--- src/rtl/bp_be_pkg.sv ---
// Shared definitions for the BE pre-issue stride detector.
//   bp_params_e / bp_vaddr_width : processor configuration and derived vaddr width
//   bp_be_stride_state_e         : per-entry training state
//   rv64_*_op                    : load opcodes recognised by the detector
package bp_be_pkg;

  typedef enum logic [0:0] {e_bp_default_cfg} bp_params_e;

  function automatic int bp_vaddr_width(bp_params_e cfg);
    case (cfg)
      e_bp_default_cfg: return 39;
      default:          return 39;
    endcase
  endfunction

  typedef enum logic [1:0] {e_init, e_train, e_steady} bp_be_stride_state_e;

  localparam logic [6:0] rv64_load_op    = 7'b0000011;
  localparam logic [6:0] rv64_fp_load_op = 7'b0000111;

endpackage

--- src/rtl/bp_be_stride_entry.sv ---
// One stride table entry: registers, training FSM and PC hit compare.
//   clk_i, reset_n_i, flush_i : clock, sync active-low reset, table flush
//   pc_i, addr_i              : PC and effective address of the current load
//   load_i                    : load hits this entry (update it)
//   alloc_i                   : allocate this entry for pc_i
//   v_o, hit_o                : entry valid, entry matches pc_i
//   ev_v_o, ev_confirm_o      : event produced by this load (start/confirm)
//   stride_o                  : the entry's new stride for the event
module bp_be_stride_entry
  import bp_be_pkg::*;
#(
  parameter int vaddr_width_p  = 39,
  parameter int stride_width_p = 16,
  parameter int conf_width_p   = 2,
  parameter int conf_thresh_p  = 2
) (
  input  logic                      clk_i,
  input  logic                      reset_n_i,
  input  logic                      flush_i,
  input  logic [vaddr_width_p-1:0]  pc_i,
  input  logic [vaddr_width_p-1:0]  addr_i,
  input  logic                      load_i,
  input  logic                      alloc_i,
  output logic                      v_o,
  output logic                      hit_o,
  output logic                      ev_v_o,
  output logic                      ev_confirm_o,
  output logic [stride_width_p-1:0] stride_o
);

  logic                      v_reg;
  logic [vaddr_width_p-1:0]  pc_reg, last_addr_reg;
  logic [stride_width_p-1:0] stride_reg, stride_next;
  logic [conf_width_p-1:0]   conf_reg, conf_next;
  bp_be_stride_state_e       state_reg, state_next;

  logic [vaddr_width_p-1:0]        delta, delta_hi;
  logic signed [vaddr_width_p-1:0] delta_s;
  logic delta_valid, stride_match, ev_v, ev_confirm;

  assign delta   = addr_i - last_addr_reg;
  assign delta_s = delta;
  // Delta fits the stride field iff every bit from stride_width_p-1 upward is a
  // copy of the sign, i.e. the arithmetic shift leaves all zeros or all ones.
  assign delta_hi     = delta_s >>> (stride_width_p - 1);
  assign delta_valid  = (delta != '0) && ((delta_hi == '0) || (delta_hi == '1));
  // Stored strides are always valid, so low-bit equality on a valid delta is full equality.
  assign stride_match = delta_valid && (delta[stride_width_p-1:0] == stride_reg);

  always_comb begin
    state_next  = state_reg;
    conf_next   = conf_reg;
    stride_next = stride_reg;
    ev_v        = 1'b0;
    ev_confirm  = 1'b0;
    case (state_reg)
      e_init: begin
        if (delta_valid) begin
          stride_next = delta[stride_width_p-1:0];
          conf_next   = '0;
          state_next  = e_train;
          ev_v        = 1'b1;
        end
      end
      e_train: begin
        if (stride_match) begin
          conf_next = conf_reg + conf_width_p'(1);
          if (conf_next == conf_width_p'(conf_thresh_p)) begin
            state_next = e_steady;
            ev_v       = 1'b1;
            ev_confirm = 1'b1;
          end
        end else if (delta_valid) begin
          stride_next = delta[stride_width_p-1:0];
          conf_next   = '0;
          ev_v        = 1'b1;
        end else begin
          conf_next  = '0;
          state_next = e_init;
        end
      end
      e_steady: begin
        if (stride_match) begin
          if (conf_reg != '1) conf_next = conf_reg + conf_width_p'(1);
        end else if (conf_reg <= conf_width_p'(1)) begin
          // Hysteresis exhausted: retrain on the new delta if it is usable.
          conf_next = '0;
          if (delta_valid) begin
            stride_next = delta[stride_width_p-1:0];
            state_next  = e_train;
            ev_v        = 1'b1;
          end else begin
            state_next = e_init;
          end
        end else begin
          conf_next = conf_reg - conf_width_p'(1);
        end
      end
      default: state_next = e_init;
    endcase
  end

  always_ff @(posedge clk_i) begin
    if (!reset_n_i) begin
      v_reg         <= 1'b0;
      pc_reg        <= '0;
      last_addr_reg <= '0;
      stride_reg    <= '0;
      conf_reg      <= '0;
      state_reg     <= e_init;
    end else if (flush_i) begin
      v_reg <= 1'b0;
    end else if (alloc_i) begin
      v_reg         <= 1'b1;
      pc_reg        <= pc_i;
      last_addr_reg <= addr_i;
      conf_reg      <= '0;
      state_reg     <= e_init;
    end else if (load_i) begin
      last_addr_reg <= addr_i;
      stride_reg    <= stride_next;
      conf_reg      <= conf_next;
      state_reg     <= state_next;
    end
  end

  assign v_o          = v_reg;
  assign hit_o        = v_reg && (pc_reg == pc_i);
  assign ev_v_o       = load_i && ev_v;
  assign ev_confirm_o = ev_confirm;
  assign stride_o     = stride_next;

endmodule

--- src/rtl/bp_be_stride_table.sv ---
// Multi-entry per-PC stride detector for the BE pre-issue stage.
//   clk_i, reset_n_i, flush_i        : clock, sync active-low reset, flush
//   instr_v_i, instr_i, pc_i, rs1_i  : pre-issue instruction and its rs1 data
//   v_o, confirm_o, pc_o, stride_o   : registered event (start / confirm)
//   yumi_i                           : consumer takes the event
//   drop_cnt_o                       : saturating count of dropped events
module bp_be_stride_table
  import bp_be_pkg::*;
#(
  parameter bp_params_e bp_params_p = e_bp_default_cfg,
  parameter int entries_p      = 4,
  parameter int stride_width_p = 16,
  parameter int conf_width_p   = 2,
  parameter int conf_thresh_p  = 2,
  localparam int vaddr_width_p = bp_vaddr_width(bp_params_p)
) (
  input  logic                      clk_i,
  input  logic                      reset_n_i,
  input  logic                      flush_i,
  input  logic                      instr_v_i,
  input  logic [31:0]               instr_i,
  input  logic [vaddr_width_p-1:0]  pc_i,
  input  logic [63:0]               rs1_i,
  output logic                      v_o,
  output logic                      confirm_o,
  output logic [vaddr_width_p-1:0]  pc_o,
  output logic [stride_width_p-1:0] stride_o,
  input  logic                      yumi_i,
  output logic [7:0]                drop_cnt_o
);

  // At least one bit so a single-entry table still has a (constant) victim pointer.
  localparam int ptr_width_lp = (entries_p > 1) ? $clog2(entries_p) : 1;

  logic                     load_v, miss, any_hit, free_found;
  logic [vaddr_width_p-1:0] addr;
  logic [ptr_width_lp-1:0]  victim_ptr_reg, free_idx, alloc_idx;
  logic [entries_p-1:0]     entry_v, entry_hit, entry_ev_v, entry_ev_confirm, alloc_onehot;
  logic [stride_width_p-1:0] entry_stride [entries_p];
  logic                      ev_v, ev_confirm;
  logic [stride_width_p-1:0] ev_stride;
  logic                      unused_bits;

  assign unused_bits = ^{instr_i[19:7], rs1_i[63:vaddr_width_p]};

  // A flushed cycle's load is discarded entirely.
  assign load_v = instr_v_i && !flush_i
               && ((instr_i[6:0] == rv64_load_op) || (instr_i[6:0] == rv64_fp_load_op));
  assign addr   = rs1_i[vaddr_width_p-1:0]
                + {{(vaddr_width_p-12){instr_i[31]}}, instr_i[31:20]};

  assign any_hit = |entry_hit;
  assign miss    = load_v && !any_hit;

  always_comb begin
    free_found = 1'b0;
    free_idx   = '0;
    // Descending scan so the lowest invalid index wins.
    for (int i = entries_p - 1; i >= 0; i--) begin
      if (!entry_v[i]) begin
        free_found = 1'b1;
        free_idx   = ptr_width_lp'(i);
      end
    end
  end

  assign alloc_idx = free_found ? free_idx : victim_ptr_reg;

  genvar gi;
  generate
    for (gi = 0; gi < entries_p; gi++) begin : g_entry
      assign alloc_onehot[gi] = miss && (alloc_idx == ptr_width_lp'(gi));
      bp_be_stride_entry #(
        .vaddr_width_p (vaddr_width_p),
        .stride_width_p(stride_width_p),
        .conf_width_p  (conf_width_p),
        .conf_thresh_p (conf_thresh_p)
      ) u_entry (
        .clk_i       (clk_i),
        .reset_n_i   (reset_n_i),
        .flush_i     (flush_i),
        .pc_i        (pc_i),
        .addr_i      (addr),
        .load_i      (load_v && entry_hit[gi]),
        .alloc_i     (alloc_onehot[gi]),
        .v_o         (entry_v[gi]),
        .hit_o       (entry_hit[gi]),
        .ev_v_o      (entry_ev_v[gi]),
        .ev_confirm_o(entry_ev_confirm[gi]),
        .stride_o    (entry_stride[gi])
      );
    end
  endgenerate

  // At most one entry hits, so OR-combining the masked entry events is a mux.
  always_comb begin
    ev_v       = 1'b0;
    ev_confirm = 1'b0;
    ev_stride  = '0;
    for (int i = 0; i < entries_p; i++) begin
      ev_v       = ev_v | entry_ev_v[i];
      ev_confirm = ev_confirm | (entry_ev_v[i] & entry_ev_confirm[i]);
      ev_stride  = ev_stride | (entry_stride[i] & {stride_width_p{entry_ev_v[i]}});
    end
  end

  always_ff @(posedge clk_i) begin
    if (!reset_n_i || flush_i) begin
      victim_ptr_reg <= '0;
    end else if (miss && !free_found) begin
      victim_ptr_reg <= (victim_ptr_reg == ptr_width_lp'(entries_p - 1))
                        ? '0 : victim_ptr_reg + ptr_width_lp'(1);
    end
  end

  always_ff @(posedge clk_i) begin
    if (!reset_n_i) begin
      v_o        <= 1'b0;
      confirm_o  <= 1'b0;
      pc_o       <= '0;
      stride_o   <= '0;
      drop_cnt_o <= '0;
    end else if (flush_i) begin
      v_o <= 1'b0;
    end else if (ev_v) begin
      if (!v_o || yumi_i) begin
        v_o       <= 1'b1;
        confirm_o <= ev_confirm;
        pc_o      <= pc_i;
        stride_o  <= ev_stride;
      end else if (drop_cnt_o != 8'hFF) begin
        drop_cnt_o <= drop_cnt_o + 8'd1;
      end
    end else if (yumi_i) begin
      v_o <= 1'b0;
    end
  end

endmodule
--- config.mk ---
export PLATFORM = sky130hd
export DESIGN_NAME = bp_be_stride_table
export DESIGN_NICKNAME = d
export VERILOG_FILES = /design/src/rtl/bp_be_pkg.sv /design/src/rtl/bp_be_stride_entry.sv /design/src/rtl/bp_be_stride_table.sv
export SDC_FILE = /design/constraint.sdc
export NUM_CORES = 2
export LEC_CHECK = 0
export BUFFER_PORTS_ARGS = -buffer_cell sky130_fd_sc_hd__buf_2
export CAP_MARGIN = 20
export CORE_AREA = 2 2 300 302
export DETAILED_ROUTE_END_ITERATION = 16
export DIE_AREA = 0 0 302 304
export HOLD_SLACK_MARGIN = 0.03
export PLACE_DENSITY_LB_ADDON = 0.25
export SETUP_SLACK_MARGIN = 0.02
export SLEW_MARGIN = 0
export SYNTH_ARGS = -nofsm -noshare
export SYNTH_HDL_FRONTEND = slang
export SYNTH_HIERARCHICAL = 1
export SYNTH_SLANG_ARGS = --single-unit
--- constraint.sdc ---
create_clock -name clk_i -period 11.8 [get_ports clk_i]
set_clock_uncertainty 0.05 [all_clocks]
set_input_delay 1.18 -clock clk_i [delete_from_list [all_inputs] [get_ports clk_i]]
set_output_delay 1.18 -clock clk_i [all_outputs]
set_load 0.1 [all_outputs]
# After elaboration in Yosys (flattened, before gate mapping)
# Index checks and enable logic that the tools add are counted.
totals:
  latchBits: 0
  reg_bits: 463
  input_bits: 140
  n_memories: 0
  output_inout_bits: 65
  ram_bits: 0
  mem_bits_ro: 0
classes:
  mux: 145
  shifts: 0
  reduce_logical: 87
  eq_ne: 60
  bitwise_logic: 24
  add_sub_neg: 15
  magnitude_cmp: 4
  n_mul: 0
  div: 0
ops:
  columns: ["cell", "n"]
  rows:
  - ["39-bit two-way mux", 8]
  - ["16-bit two-way mux", 16]
  - ["16-bit case mux with 3 select lines", 4]
  - ["39-bit equality test", 4]
  - ["39-bit equality test, second input constant", 4]
  - ["39-bit zero test", 4]
  - ["39-bit nonzero test", 4]
  - ["39-bit subtractor", 4]
  - ["2-bit two-way mux", 66]
  - ["16-bit bitwise AND", 4]
  - ["16-bit equality test", 4]
  - ["4-bit by 3-bit inequality test with 1-bit output, second input constant", 12]
  - ["16-bit bitwise OR", 3]
  - ["2-bit case mux with 3 select lines", 8]
  - ["39-bit adder", 1]
  - ["1-bit two-way mux", 39]
  - ["1-bit logical AND", 28]
  - ["7-bit AND reduction", 4]
  - ["3-bit by 1-bit inequality test with 1-bit output, second input constant", 8]
  - ["2-bit equality test, second input constant", 11]
  - ["5-bit AND reduction", 4]
  - ["2-bit AND reduction", 9]
  - ["4-bit nonzero test", 4]
  - ["3-bit AND reduction", 5]
  - ["22 further kinds", 77]

# Logic depth before layout (Yosys ltp)
logic_depth:
  ltp_word: 15
  mapped_depth: 33

# Cells and area by module
# Netlist, hierarchy kept.
modules_own_cells:
  columns: ["mod", "seq_area_each_um2", "cells_each", "n_inst", "area_each_um2"]
  rows:
  - ["bp_be_stride_entry at g_entry[2].u_entry ...", 1981.9, 1212, 2, 8866.0]
  - ["bp_be_stride_entry at g_entry[1].u_entry", 1981.9, 1196, 1, 8668.3]
  - ["bp_be_stride_entry at g_entry[0].u_entry", 1981.9, 1167, 1, 8574.5]
  - ["bp_be_stride_table", 1341.3, 706, 1, 5372.7]

# Worst setup path before layout
# No wires, ideal clock.
synth_path:
  path_type: "input port to flip-flop"
  startpoint: "input port instr_i[31]"
  endpoint: "register pc_o[10]"
  path_slack_ns: 3.451
  path_stages: 31
  arrival_ns: 8.223
  path_buffers: 6
  setup_ns: 0.076
  path_cell_list: "ha_1 > buf_2 > a21oi_1 > o21ai_0 > a31oi_1 > o21ai_0 > nor2_1 > nor2_1 > a2111oi_0 > ha_1 > clkbuf_1 > nand4_1 > nor3_1 > and3_1 > a311o_1 > or3_4 > a2111o_1 > nor4_4 > o2bb2ai_2 > buf_2 > a22oi_1 > o22ai_1 > a2111oi_0 > clkbuf_1 > nor4_1 > nor2_1 > nand2_1 > buf_2 > buf_2 > nand2_1 > a21boi_0"
synth_between:
  elab_chain_cells: 14
synth_rtl:
  columns: ["element", "line", "rtl"]
  rows:
  - ["start: declaration", "bp_be_stride_table.sv:21", "input logic [31:0] instr_i,"]
  - ["39-bit adder (*)", "bp_be_stride_table.sv:50", "+ {{(vaddr_width_p-12){instr_i[31]}}, instr_i[31:20]};"]
  - ["net addr[31]", "bp_be_stride_table.sv:36", "logic [vaddr_width_p-1:0] addr;"]
  - ["39-bit subtractor (*)", "bp_be_stride_entry.sv:41", "assign delta = addr_i - last_addr_reg;"]
  - ["39-bit equality test / 39-bit zero test (equally long branches)", "bp_be_stride_entry.sv:46", "assign delta_valid = (delta != '0) && ((delta_hi == '0) || (delta_hi == '1));"]
  - ["1-bit logical OR", "bp_be_stride_entry.sv:46", null]
  - ["1-bit logical AND (*)", "bp_be_stride_entry.sv:46", null]
  - ["1-bit two-way mux", "bp_be_stride_entry.sv:58, bp_be_stride_entry.sv:73, bp_be_stride_entry.sv:88", null]
  - ["1-bit two-way mux", "bp_be_stride_entry.sv:85", "end else if (conf_reg <= conf_width_p'(1)) begin"]
  - ["1-bit two-way mux", "bp_be_stride_entry.sv:83", "if (stride_match) begin"]
  - ["1-bit case mux with 3 select lines (*)", "bp_be_stride_entry.sv:56", "case (state_reg)"]
  - ["1-bit logical AND (*)", "bp_be_stride_entry.sv:129", "assign ev_v_o = load_i && ev_v;"]
  - ["net entry_ev_v[1]", "bp_be_stride_table.sv:38", "logic [entries_p-1:0] entry_v, entry_hit, entry_ev_v, entry_ev_confirm, alloc_onehot;"]
  - ["1-bit bitwise OR (*) (3 in a row)", "bp_be_stride_table.sv:101", "ev_v = ev_v | entry_ev_v[i];"]
  - ["3-bit AND reduction (no source line) (*)", null, null]
  - ["end signal: assignment", "bp_be_stride_table.sv:129", "pc_o <= pc_i;"]
  - ["end: declaration", "bp_be_stride_table.sv:26", "output logic [vaddr_width_p-1:0] pc_o,"]
# Mark *: on every way through the listed nets, which the timed path passes. The rest lies on a longest branch.
# A chain may end at the register's enable or synchronous reset.

# Final worst setup path
layout_path:
  startpoint: "input port instr_i[31]"
  endpoint: "register stride_o[6]"
layout_lines:
  columns: ["element", "line", "rtl"]
  rows:
  - ["39-bit adder (*)", "bp_be_stride_table.sv:50", null]
  - ["net addr[28]", "bp_be_stride_table.sv:36", null]
  - ["39-bit subtractor (*)", "bp_be_stride_entry.sv:41", null]
  - ["39-bit equality test / 39-bit zero test (equally long branches)", "bp_be_stride_entry.sv:46", null]
  - ["1-bit logical OR", "bp_be_stride_entry.sv:46", null]
  - ["1-bit logical AND (*)", "bp_be_stride_entry.sv:46", null]
  - ["1-bit two-way mux", "bp_be_stride_entry.sv:58, bp_be_stride_entry.sv:73, bp_be_stride_entry.sv:88", null]
  - ["1-bit two-way mux", "bp_be_stride_entry.sv:85", null]
  - ["1-bit two-way mux", "bp_be_stride_entry.sv:83", null]
  - ["1-bit case mux with 3 select lines (*)", "bp_be_stride_entry.sv:56", null]
  - ["1-bit logical AND (*)", "bp_be_stride_entry.sv:129", null]
  - ["net entry_ev_v[3]", "bp_be_stride_table.sv:38", null]
  - ["1-bit bitwise OR / 16-bit bitwise AND (equally long branches)", "bp_be_stride_table.sv:101, bp_be_stride_table.sv:103", null]
  - ["3-bit AND reduction (no source line) / 16-bit bitwise OR (equally long branches)", null, null]
  - ["end signal: assignment", "bp_be_stride_table.sv:130", "stride_o <= ev_stride;"]
  - ["end: declaration", "bp_be_stride_table.sv:27", "output logic [stride_width_p-1:0] stride_o,"]
# Marks and branches as above.

==> flow_metrics.py <==
metrics = {
    "drt": {
        "drtIter0Drc": 3687,
        "viasPerCell": 6.05,
        "num_vias": 40500,
        "first_pass_iters": 6,
        "avgRoutedWirePerCell_um": 20.8,
        "wl_um": 139000,
        "drc": 0,
        "drtAntennaViolNets": 0,
    },
    "yosys": {
        "syn-cell-area_mm2": 0.0403,
        "yosysTopAreaCell": "dfxtp_1",
        "synthTopCellsByArea": "dfxtp_1 23%, nand2_1 9.6%, ha_1 6.8%",
        "synthArstFlopShare_pct": 0,
        "netlist.area_leader.share_pct": 23.0,
        "synth_area_per_cell_um2": 7.35,
        "synth_nets": 5858,
        "synth_ff_type": "dfxtp_1",
        "synth_edf_count": 0,
        "synth-seq-area-share_pct": 23.0,
        "postSynthCellCount": 5493,
        "synth_cell_types": 129,
        "synth-seq-cells": 463,
        "yosys_warnings": 6,
    },
    "cts": {
        "cts_tree": "done",
        "post_cts_buffers": 0,
        "cts_hold_buf": 0,
        "cts_buffers": 55,
        "cts-root-buf": "clkbuf_16",
        "clockBufferDepth": 3,
        "cts-resized-gates": 0,
        "cts_sinks": 463,
        "cts_max_level": 2,
        "clk_pin_slew_ps": 60,
        "clk_latency_ps": 700,
    },
    "global_routing": {
        "grt_pass1_wl_um": 214000,
        "grt_usage_pct": 29.3,
        "grt_pass1_vias": 37300,
        "antenna_found_initial": 6,
        "grt_max_degree": 107,
        "grt_overflow_total": 0,
    },
    "critical_path": {
        "cp_max_fo": 73,
        "crit_top_cell": "buf_4",
        "cp-start-kind": "primary input",
        "crit_slowest_cell": "o2111a_1",
        "path_class": "in -> reg",
        "cpPeakStageDelay_ps": 780,
        "worstPathArrival_ps": 9920,
        "crit_path_end_kind": "register",
        "worstPathRequired_ps": 12270,
    },
    "placement": {
        "io_buffers": 165,
        "routabilityCongestion": 0.986,
        "dp_slack_ps": 1880,
        "place_hpwl_um": 104000,
        "dp_cells": 6597,
    },
    "floorplan": {
        "die_h_um": 304,
        "dieWidth_um": 302,
        "num_rows": 110,
        "dieArea_mm2": 0.0918,
        "design.core.area_mm2": 0.0890,
        "io_pins": 205,
        "start_util_pct": 45.3,
    },
    "timing": {
        "hold_viol": 0,
        "setup_tns_ps": 0,
        "fin_crit_ps": 9450,
        "max_slew_margin_pct": 22.8,
        "slew_violations": 0,
        "finalCritPeriodShare_pct": 80.1,
        "rsz0062_at_grt": "false",
        "fmax_mhz": 106,
        "tightest_slew_ps": 1140,
        "setup_viol": 0,
        "worst_slack_ps": 2350,
        "holdWs_ps": 402,
    },
    "final_layout": {
        "regArea_mm2": 0.00927,
        "drive_gt1_share_pct": 10.1,
        "num-fill-cells": 8815,
        "mostFrequentLayoutCells": "1028 x nand2_1, 492 x a21oi_1, 463 x dfxtp_1",
        "multiInputGateArea_mm2": 0.0283,
        "layout_commonest_cell": "nand2_1",
        "nets": 5844,
        "synthToLayoutAreaGrowth_pct": 8.38,
        "final_cells": 6703,
    },
    "power_and_ir_drop": {
        "peakVddDrop_uv": 132,
        "p_leak_nw": 16.2,
        "power.density_mw_per_mm2": 148,
    },
    "hold_path": {
        "hold_path_class": "reg -> reg",
    },
    "flow_run": {
        "max_cap_violations": 0,
    },
    "status": {
        "status": "completed",
    },
}
-- Yosys cell counts (27+ instances only) --
library cell and instances:
a21boi_0 140, a31oi_1 38, a211oi_1 49, buf_2 69, mux2i_1 28, nand2b_1 33, and2_1 63, xnor2_1 118
o22ai_1 29, inv_1 333, and3_1 40, nand2_1 1028, buf_6 34, o211a_1 27, nor2_1 305, a21oi_1 492
nor3_1 129, o21a_1 35, a22o_1 33, o22ai_2 33, a21o_1 78, ha_1 220, o21ai_1 51, xor2_1 195
nor4_1 96, or2_2 27, or3_1 29, a22oi_1 70, dfxtp_1 463, o211ai_1 54, nand4_1 130, nand3_1 123
clkbuf_1 177, o21ai_0 176
-- routing by layer --
metal	wire length, µm	global-route usage [%]
met4	7180	13.9
met2	62200	47.1
met1	59300	38.5
met5	23	0
met3	10600	4.21
-- worst paths after layout --
path / to / slack, ps / from / depth (start not counted)
setup / recovery: stride_o[6] / 2350 / instr_i[31] / 30
hold / removal: g_entry[1].u_entry/last_addr_reg[22] / 400 / g_entry[1].u_entry/last_addr_reg[22] / 2
setup reg to reg: stride_o[6] / 5030 / g_entry[3].u_entry/last_addr_reg[7] / 21
hold reg to reg: g_entry[1].u_entry/last_addr_reg[22] / 400 / g_entry[1].u_entry/last_addr_reg[22] / 2
-- metrics by stage --
step           total power, mW  instance area (µm²)  util [%]
2_1_floorplan             3.75                40300         -
3_3_place_gp              4.51                41700      46.8
3_5_place_dp              4.52                41700      46.8
4_1_cts                   6.45                43700      49.1
5_1_grt                   6.82                43700      49.1
6_report                  6.48                43700      49.1
-- area by class of cell --
class / count / share of cell area, %
multi-input combinational: 4385 / 64.7
sequential: 463 / 21.2
clock buffer: 72 / 3.59
tap: 1176 / 3.36
timing repair buffer: 240 / 3.22
inverter: 334 / 2.87
clock inverter: 30 / 1.06
antenna: 3 / 0.0172
-- critical path, delay by kind of cell --
kind | cells | cell delay, ps
and+or+nand+nor | 9 | 1870
adders and majority gates | 2 | 840
buffers and inverters | 5 | 1810
xor gates and xnor gates | 1 | 150
AOI/OAI and AO/OA | 13 | 4010
-- power by group --
| part | total, mW | internal [mW] | switching, mW |
|---|---|---|---|
| Clock | 1.90 | 1.12 | 0.780 |
| Sequential | 1.57 | 1.56 | 0.00135 |
| Combinational | 3.02 | 1.02 | 2.00 |
-- cell families (layout without fill, tap and decap cells) --
logic type | Yosys count | count (layout) | share of synthesized area (%)
simple gates | 2163 | 2163 | 25.5
compound gates | 1624 | 1624 | 28.1
buf+inv | 645 | 676 | 7.15
flops | 463 | 463 | 23.0
xor+xnor | 341 | 341 | 8.37
fa+ha+maj | 225 | 225 | 7.07
mux | 32 | 32 | 0.806
other cells | 0 | 3 | 0
No activity file was read; power rests on OpenSTA's default activity.
